### src/rtl/clk_sched_pkg.sv
// Shared types and constants for the clock-phase scheduler.
// Holds the FSM state enum, the phase strobe indices and the minimum legal divide ratio.
package clk_sched_pkg;

  typedef enum logic [1:0] {
    ST_IDLE = 2'd0,
    ST_RUN  = 2'd1,
    ST_HOLD = 2'd2
  } state_t;

  localparam int unsigned NUM_PH  = 4;
  localparam logic [1:0]  PH_IMEM = 2'd0;
  localparam logic [1:0]  PH_PROC = 2'd1;
  localparam logic [1:0]  PH_DMEM = 2'd2;
  localparam logic [1:0]  PH_REG  = 2'd3;

  localparam int unsigned MIN_DIV = 4;

endpackage

### src/rtl/clk_phase_sched_if.sv
// Control/status bus of the clock-phase scheduler.
// CLK_SCHED_CYCLE_CNT_EN adds the 32-bit cycle_count status signal.
interface clk_phase_sched_if #(
  parameter int unsigned CNT_W = 8
);
  logic             run;
  logic             stall;
  logic             div_req;
  logic [CNT_W-1:0] div_val;
  logic             div_ack;
  logic             div_err;
  logic [CNT_W-1:0] div_cur;
  logic [3:0]       phase_en;
  logic             clk_out;
  logic             busy;
`ifdef CLK_SCHED_CYCLE_CNT_EN
  logic [31:0]      cycle_count;

  modport master (
    output run, stall, div_req, div_val,
    input  div_ack, div_err, div_cur, phase_en, clk_out, busy, cycle_count
  );
  modport slave (
    input  run, stall, div_req, div_val,
    output div_ack, div_err, div_cur, phase_en, clk_out, busy, cycle_count
  );
`else
  modport master (
    output run, stall, div_req, div_val,
    input  div_ack, div_err, div_cur, phase_en, clk_out, busy
  );
  modport slave (
    input  run, stall, div_req, div_val,
    output div_ack, div_err, div_cur, phase_en, clk_out, busy
  );
`endif
endinterface

### src/rtl/clk_sched_ratio.sv
// Divide-ratio holder: div_req/div_ack handshake, range check, div_cur and quarter registers.
// A request is taken only while window is high; the new ratio applies from the next cnt=0.
module clk_sched_ratio
  import clk_sched_pkg::*;
#(
  parameter int unsigned CNT_W       = 8,
  parameter int unsigned DEFAULT_DIV = 8
) (
  input  logic             in_clk,
  input  logic             reset,
  input  logic             window,
  input  logic             div_req,
  input  logic [CNT_W-1:0] div_val,
  output logic             div_ack,
  output logic             div_err,
  output logic [CNT_W-1:0] div_cur,
  output logic [CNT_W-1:0] quarter
);

  logic consume;
  logic range_ok;

  // The ack cycle itself is blocked so a still-high div_req is not taken twice.
  assign consume  = window && div_req && !div_ack;
  assign range_ok = (div_val >= CNT_W'(MIN_DIV));

  always_ff @(posedge in_clk or negedge reset) begin
    if (!reset) begin
      div_ack <= 1'b0;
      div_err <= 1'b0;
      div_cur <= CNT_W'(DEFAULT_DIV);
      quarter <= CNT_W'(DEFAULT_DIV >> 2);
    end else begin
      div_ack <= consume;
      div_err <= consume && !range_ok;
      if (consume && range_ok) begin
        div_cur <= div_val;
        quarter <= div_val >> 2;
      end
    end
  end

endmodule

### src/rtl/clk_phase_sched.sv
// clk_phase_sched: single-counter clock-enable scheduler for the imem/proc/dmem/regfile phases.
// Optional macro CLK_SCHED_CYCLE_CNT_EN adds a 32-bit count of completed processor cycles.
module clk_phase_sched
  import clk_sched_pkg::*;
#(
  parameter int unsigned CNT_W       = 8,
  parameter int unsigned DEFAULT_DIV = 8
) (
  input logic              in_clk,
  input logic              reset,
  clk_phase_sched_if.slave bus
);

  state_t           state_q, state_d;
  logic [CNT_W-1:0] cnt_q, cnt_d;
  logic [CNT_W-1:0] div_cur;
  logic [CNT_W-1:0] quarter;
  logic             boundary;
  logic             window;
  logic [3:0]       phase_en_c;
  logic             clk_out_c;
  logic             busy_c;

  assign boundary = (state_q == ST_RUN) && (cnt_q == (div_cur - CNT_W'(1)));
  assign window   = (state_q != ST_RUN) || boundary;

  clk_sched_ratio #(
    .CNT_W       (CNT_W),
    .DEFAULT_DIV (DEFAULT_DIV)
  ) u_ratio (
    .in_clk  (in_clk),
    .reset   (reset),
    .window  (window),
    .div_req (bus.div_req),
    .div_val (bus.div_val),
    .div_ack (bus.div_ack),
    .div_err (bus.div_err),
    .div_cur (div_cur),
    .quarter (quarter)
  );

  always_ff @(posedge in_clk or negedge reset) begin
    if (!reset) begin
      state_q <= ST_IDLE;
      cnt_q   <= '0;
    end else begin
      state_q <= state_d;
      cnt_q   <= cnt_d;
    end
  end

  // Next state: stop beats stall at the boundary, and stop beats leaving HOLD.
  always_comb begin
    state_d = state_q;
    cnt_d   = cnt_q;
    unique case (state_q)
      ST_IDLE: begin
        cnt_d = '0;
        if (bus.run) state_d = ST_RUN;
      end
      ST_RUN: begin
        if (boundary) begin
          cnt_d = '0;
          if (!bus.run)      state_d = ST_IDLE;
          else if (bus.stall) state_d = ST_HOLD;
        end else begin
          cnt_d = cnt_q + CNT_W'(1);
        end
      end
      ST_HOLD: begin
        cnt_d = '0;
        if (!bus.run)       state_d = ST_IDLE;
        else if (!bus.stall) state_d = ST_RUN;
      end
      default: begin
        state_d = ST_IDLE;
        cnt_d   = '0;
      end
    endcase
  end

  // Output decode from registered state and cnt only.
  always_comb begin
    phase_en_c = '0;
    clk_out_c  = 1'b0;
    busy_c     = (state_q == ST_RUN) || (state_q == ST_HOLD);
    if (state_q == ST_RUN) begin
      phase_en_c[PH_IMEM] = (cnt_q == '0);
      phase_en_c[PH_PROC] = (cnt_q == quarter);
      phase_en_c[PH_DMEM] = (cnt_q == (quarter << 1));
      phase_en_c[PH_REG]  = (cnt_q == (quarter + (quarter << 1)));
      clk_out_c           = (cnt_q < (div_cur >> 1));
    end
  end

  assign bus.phase_en = phase_en_c;
  assign bus.clk_out  = clk_out_c;
  assign bus.busy     = busy_c;
  assign bus.div_cur  = div_cur;

`ifdef CLK_SCHED_CYCLE_CNT_EN
  logic [31:0] cycle_q;

  // Every boundary edge ends a processor cycle, whatever state follows.
  always_ff @(posedge in_clk or negedge reset) begin
    if (!reset)        cycle_q <= '0;
    else if (boundary) cycle_q <= cycle_q + 32'd1;
  end

  assign bus.cycle_count = cycle_q;
`endif

endmodule

### src/flat_wrapper.sv
// flat-port wrapper written by rule: the top's interface ports become plain ports
module clk_phase_sched_flat import clk_sched_pkg::*;
#(
  parameter int unsigned CNT_W       = 8,
  parameter int unsigned DEFAULT_DIV = 8
)
  (in_clk, reset, bus_run, bus_stall, bus_div_req, bus_div_val, bus_div_ack, bus_div_err, bus_div_cur, bus_phase_en, bus_clk_out, bus_busy);
  clk_phase_sched_if #(.CNT_W(CNT_W)) bus_i ();
  input logic in_clk;
  input logic reset;
  input wire logic [$bits(bus_i.run)-1:0] bus_run;
  input wire logic [$bits(bus_i.stall)-1:0] bus_stall;
  input wire logic [$bits(bus_i.div_req)-1:0] bus_div_req;
  input wire logic [$bits(bus_i.div_val)-1:0] bus_div_val;
  output wire logic [$bits(bus_i.div_ack)-1:0] bus_div_ack;
  output wire logic [$bits(bus_i.div_err)-1:0] bus_div_err;
  output wire logic [$bits(bus_i.div_cur)-1:0] bus_div_cur;
  output wire logic [$bits(bus_i.phase_en)-1:0] bus_phase_en;
  output wire logic [$bits(bus_i.clk_out)-1:0] bus_clk_out;
  output wire logic [$bits(bus_i.busy)-1:0] bus_busy;
  assign bus_i.run = bus_run;
  assign bus_i.stall = bus_stall;
  assign bus_i.div_req = bus_div_req;
  assign bus_i.div_val = bus_div_val;
  assign bus_div_ack = bus_i.div_ack;
  assign bus_div_err = bus_i.div_err;
  assign bus_div_cur = bus_i.div_cur;
  assign bus_phase_en = bus_i.phase_en;
  assign bus_clk_out = bus_i.clk_out;
  assign bus_busy = bus_i.busy;
  clk_phase_sched #(.CNT_W(CNT_W), .DEFAULT_DIV(DEFAULT_DIV)) u_core (.in_clk(in_clk), .reset(reset), .bus(bus_i));
endmodule
### config.mk
export PLATFORM = sky130hd
export DESIGN_NAME = clk_phase_sched_flat
export DESIGN_NICKNAME = d
export VERILOG_FILES = /design/src/rtl/clk_sched_pkg.sv /design/src/rtl/clk_phase_sched_if.sv /design/src/rtl/clk_sched_ratio.sv /design/src/rtl/clk_phase_sched.sv /design/src/flat_wrapper.sv
export SDC_FILE = /design/constraint.sdc
export NUM_CORES = 1
export LEC_CHECK = 0
export CORE_ASPECT_RATIO = 0.6
export CORE_MARGIN = 1.5
export CORE_UTILIZATION = 40
export CTS_BUF_LIST = sky130_fd_sc_hd__clkbuf_8
export DETAILED_ROUTE_END_ITERATION = 6
export MAX_ROUTING_LAYER = met4
export PLACE_DENSITY = 0.64
export REMOVE_ABC_BUFFERS = 1
export SYNTH_ARGS = -nofsm -noshare
export SYNTH_HDL_FRONTEND = slang
export SYNTH_SLANG_ARGS = --single-unit
### constraint.sdc
create_clock -name in_clk -period 3.6 [get_ports in_clk]
set_clock_uncertainty 0.1 [all_clocks]
set_input_delay 1.08 -clock in_clk [delete_from_list [all_inputs] [get_ports in_clk]]
set_output_delay 1.08 -clock in_clk [all_outputs]
set_load 0.02 [all_outputs]
Yosys cells after proc, flatten, opt, wreduce, memory -nomap -nowiden
Index checks and enable logic that the tools add are counted.
{"block": "totals", "word_cells": 45, "out_inout_bits": 16, "inputBits": 13, "register_bits": 26}
{"block": "op_classes", "n_reduce_logical": 12, "add_sub_neg": 3, "order_cmp": 2, "n_mux": 11, "eq_ne": 11}
{"operator": "$eq 8x8->1", "n": 2}
{"operator": "$mux 8", "n": 2}
{"operator": "$mux 2", "n": 6}
{"operator": "$add 6x7->8", "n": 1}
{"operator": "$add 8x1->8 const B", "n": 1}
{"operator": "$eq 8x6->1", "n": 1}
{"operator": "$eq 8x7->1", "n": 1}
{"operator": "$ge 8x3->1 const B", "n": 1}
{"operator": "$logic_not 8->1", "n": 1}
{"operator": "$lt 8x7->1", "n": 1}
{"operator": "$sub 8x1->8 const B", "n": 1}
{"operator": "$ne 3x3->1 const B", "n": 2}
{"operator": "$pmux 2 s3", "n": 1}
{"operator": "$logic_and 1x1->1", "n": 5}
{"operator": "$mux 4", "n": 1}
{"operator": "$ne 2x1->1 const B", "n": 2}
{"operator": "$reduce_and 4->1", "n": 1}
{"operator": "$eq 2x1->1 const B", "n": 1}
{"operator": "$eq 2x2->1 const B", "n": 1}
{"operator": "$logic_not 1->1", "n": 2}
{"operator": "$logic_not 2->1", "n": 1}
{"operator": "$logic_or 1x1->1", "n": 2}
{"operator": "$ne 2x2->1 const B", "n": 1}
{"operator": "$mux 1", "n": 1}

Depth between registers and ports, before layout
{"block": "depth", "depth_word": 7, "mapped_depth": 9, "depth_no_buf": 8}

By module
Synthesis repeated with hierarchy kept, for this count alone.
{"block": "unflattened", "hier_cells": 212, "hier_area_um2": 1939.4}
{"mod": "clk_phase_sched", "cells_per_inst": 178, "instances": 1, "area_each_um2": 1475.2, "seq_area_each_um2": 250.2}
{"mod": "clk_sched_ratio", "cells_per_inst": 34, "instances": 1, "area_each_um2": 464.2, "seq_area_each_um2": 251.5}

Worst setup path after synthesis
No wires, ideal clock.
{"block": "synth_timing", "path_kind": "flip-flop to output port", "from": "register u_core.u_ratio.div_cur[3] (netlist name)", "to": "output port bus_phase_en[3]", "path_buffers": 0, "t_required_ns": 2.420, "arrival_ns": 2.469, "path_stages_with_launch": 9, "setup_slack_ns": -0.049, "cell_sequence": "dfstp_2 inv_1 ha_1 a21o_1 a21o_1 a21oi_1 o21bai_1 xnor2_1 nor4_1"}
{"element": "end: declaration", "line_no": "flat_wrapper.sv:18", "rtl": "output wire logic [$bits(bus_i.phase_en)-1:0] bus_phase_en;"}

==> results.yml <==
yosys:
  synth_largest_area_cell: "dfrtp_1"
  synthCells: 182
  synth_area_leaders: "dfrtp_1, ha_1, xor2_1"
  synth-xor-area-share_pct: 17.6
  synth_seq_cells: 20
  synth_top_family_by_area: "adder cells"
  synthAdderAreaFrac_pct: 18.6
  synthesis.area_mm2: 0.00179
  yosysSeqAreaShare_pct: 28.0
  synth_top_area_share_pct: 26.6
  yosysUniqueCellTypes: 38
  ys_warn_count: 0
  synthSimpleGateAreaFrac_pct: 14.3
  syn_area_per_cell_um2: 9.84
  muxShareOfSynthArea_pct: 5.73
  synth-compound-area-share_pct: 9.71
hold_path:
  min_path_cells: 1
  holdPathEnd: "u_core.u_ratio.div_cur[4]"
  hp-class: "register to register"
  worstHoldStart: "u_core.u_ratio.div_cur[4]"
timing:
  timing.fmax_ghz: 0.285
  tightest_slew_ns: 0.570
  slew_violations: 0
  rsz0062_at_grt: "false"
  fin_setup_tns_ns: 0
  setup_slack_ns: 0.0897
  hold_viol_final: 0
  finalCriticalPeriod_ns: 3.51
  timing.hold.ws_ns: 0.460
  finalCritPeriodShare_pct: 97.5
  slew_headroom_pct: 61.8
  finalSetupViolations: 0
floorplanning:
  start_util_pct: 42.5
  coreArea_mm2: 0.00421
  rows: 18
  fp.dieH_um: 54.8
  ioPinCount: 29
  fp.dieW_um: 89.4
  dieArea_mm2: 0.00490
clock_network:
  cts_setup_buffers: 0
  path_clk_slew_ns: 0.09
  htree_levels: 1
  hold_buffers: 0
  cts_buffers: 3
  clk_path_buf_depth: 2
  cts_tree: "yes"
  cts-root-buf: "clkbuf_8"
  cts.sink_count: 20
  clk_latency_ns: 0.27
grt:
  grt_pass1_wl_um: 6670
  grt_max_degree: 21
  track_usage_pct: 19.7
  grt_antenna_before_repair: 0
  grt-ovfl-total: 0
  grt_pass1_vias: 1273
routing:
  avgViaCountPerCell: 4.80
  vias: 1379
  drtIter0Drc: 25
  wl_per_cell_um: 15.0
  finalWirelength_um: 4300
  dr.pass1.iters: 4
  ant_nets: 0
  drc: 0
layout:
  stdcell_area_mm2: 0.00232
  area.growth.synth_to_final_pct: 29.5
  drive_gt1_share_pct: 17.6
  fillers: 381
  multi_input_comb_area_mm2: 0.00118
  nets: 267
  antenna_cells: 0
  layout_common_cells: "ha_1, clkdlybuf4s50_1, buf_4"
  seqCellArea_um2: 502
place:
  io_buffers: 28
  place_ws_ns: -0.141
  hpwlAfterDp_um: 3430
  dpl_cell_area_mm2: 0.00225
  gp_congestion: 0.904
setup_path:
  r2r_start: "u_core.u_ratio.div_cur[4]"
  worstPathRequired_ns: 2.42
  worst_setup_path_end_kind: "primary output"
  r2r_cells: 8
  r2r_slack_ns: 0.82
  worstSetupPathType: "register to primary output"
  cp.arrival_ns: 2.33
  startpoint_type: "register"
  r2r_end: "u_core.u_ratio.div_cur[6]"
  crit_fanout: 4
power:
  p_per_area_mw_per_mm2: 950
  p_leak_uw: 0.00116
  peakVddDrop_mv: 0.404
flow_run:
  drv_cap: 0
outcome:
  status: "finished, final reports clean"
==> sequential cells by signal, summed over array words and instances (netlist names) <==
signal,count
u_core.state_q,2
u_core.u_ratio.div_cur,8
u_core.u_ratio.div_err,1
u_core.cnt_q,8
u_core.u_ratio.div_ack,1
==> synth_stat cells <==
cell	instances
fa_1	1
nor4_1	4
xor2_1	19
o21ai_0	1
inv_1	14
nor2_1	13
nor4b_1	2
and2_4	1
and3_1	3
a21oi_1	3
nand4_1	4
a22o_1	2
buf_2	6
a21o_1	7
o41ai_4	1
nand2_1	3
o2bb2ai_1	1
buf_6	2
nand3_4	1
nand2b_1	2
a211o_1	1
dfstp_2	1
nand3_1	6
nand2_2	1
dfrtp_1	19
clkbuf_1	1
o21ai_1	1
or4_1	1
xnor2_1	17
nor3_1	4
ha_1	25
mux2i_1	2
mux2_2	6
a31oi_1	3
o21bai_1	1
a21boi_0	1
nor2b_1	1
mux2_4	1
==> where the power goes <==
group | internal (µW) | switching [µW]
clock network | 149 | 84.0
logic | 768 | 812
registers | 303 | 85.8
==> through the flow <==
| stage | utilization (%) | power (µW) | cells |
|---|---|---|---|
| 3_3_place_gp | 53.5 | 1960 | 283 |
| 2_1_floorplan | - | 1400 | 173 |
| 3_5_place_dp | 53.5 | 1970 | 283 |
| 4_1_cts | 55.1 | 2220 | 287 |
| 6_report | 55.1 | 2200 | 287 |
| 5_1_grt | 55.1 | 2370 | 287 |
==> worst max path at each step <==
stage          cells after the start              end  slack (ns)                       from
5_1_grt                            7  bus_phase_en[3]        0.01  u_core.u_ratio.div_cur[3]
3_5_place_dp                       9  bus_phase_en[3]       -0.14  u_core.u_ratio.div_cur[3]
4_1_cts                            8      bus_clk_out        0.05  u_core.u_ratio.div_cur[3]
2_1_floorplan                      8  bus_phase_en[3]       -0.05  u_core.u_ratio.div_cur[3]
6_report                           7  bus_phase_en[3]        0.09  u_core.u_ratio.div_cur[3]
3_3_place_gp                       9  bus_phase_en[3]       -0.07  u_core.u_ratio.div_cur[3]
==> repair_timing <==
| item | CTS | global route |
|---|---|---|
| pin swaps | 1 | 0 |
| endpoints found under the setup margin | 2 | 2 |
| resized for setup | 6 | 4 |
==> area by class of cell <==
class / instances / area share [%]
Sequential cell: 20 / 21.6
Clock buffer: 3 / 1.78
Inverter: 14 / 2.27
Tap cell: 60 / 3.24
Multi-Input combinational cell: 139 / 50.9
Clock inverter: 1 / 1.30
Timing Repair Buffer: 50 / 18.9
==> cells by family (layout without fill, tap and decap cells) <==
| family | Yosys count | in the layout |
|---|---|---|
| buffers and inverters | 23 | 68 |
| adder cells (fa/ha/maj) | 26 | 26 |
| multiplexers | 9 | 9 |
| flip-flops | 20 | 20 |
| AND/OR/NAND/NOR | 46 | 46 |
| XOR/XNOR | 36 | 36 |
| AO/OA/AOI/OAI | 22 | 22 |
==> critical path, cell delays in order (launching register included) <==
cell and delay [ns]:
dfstp_2 0.57, ha_1 0.19, fa_1 0.43, xor2_1 0.17, nor2_1 0.10, nand4_1 0.10
nor4_1 0.29, buf_2 0.21
==> layer usage <==
metal / track usage (%) / part of all wire, % / up-vias
met5: - / 0 / -
met4: 2.56 / 0.42 / 0
met3: 4.68 / 6.4 / 4
met2: 26.4 / 39 / 32
met1: 29.9 / 55 / 635
li1: - / - / 708
Note: power is estimated with default switching activity, not from simulation.
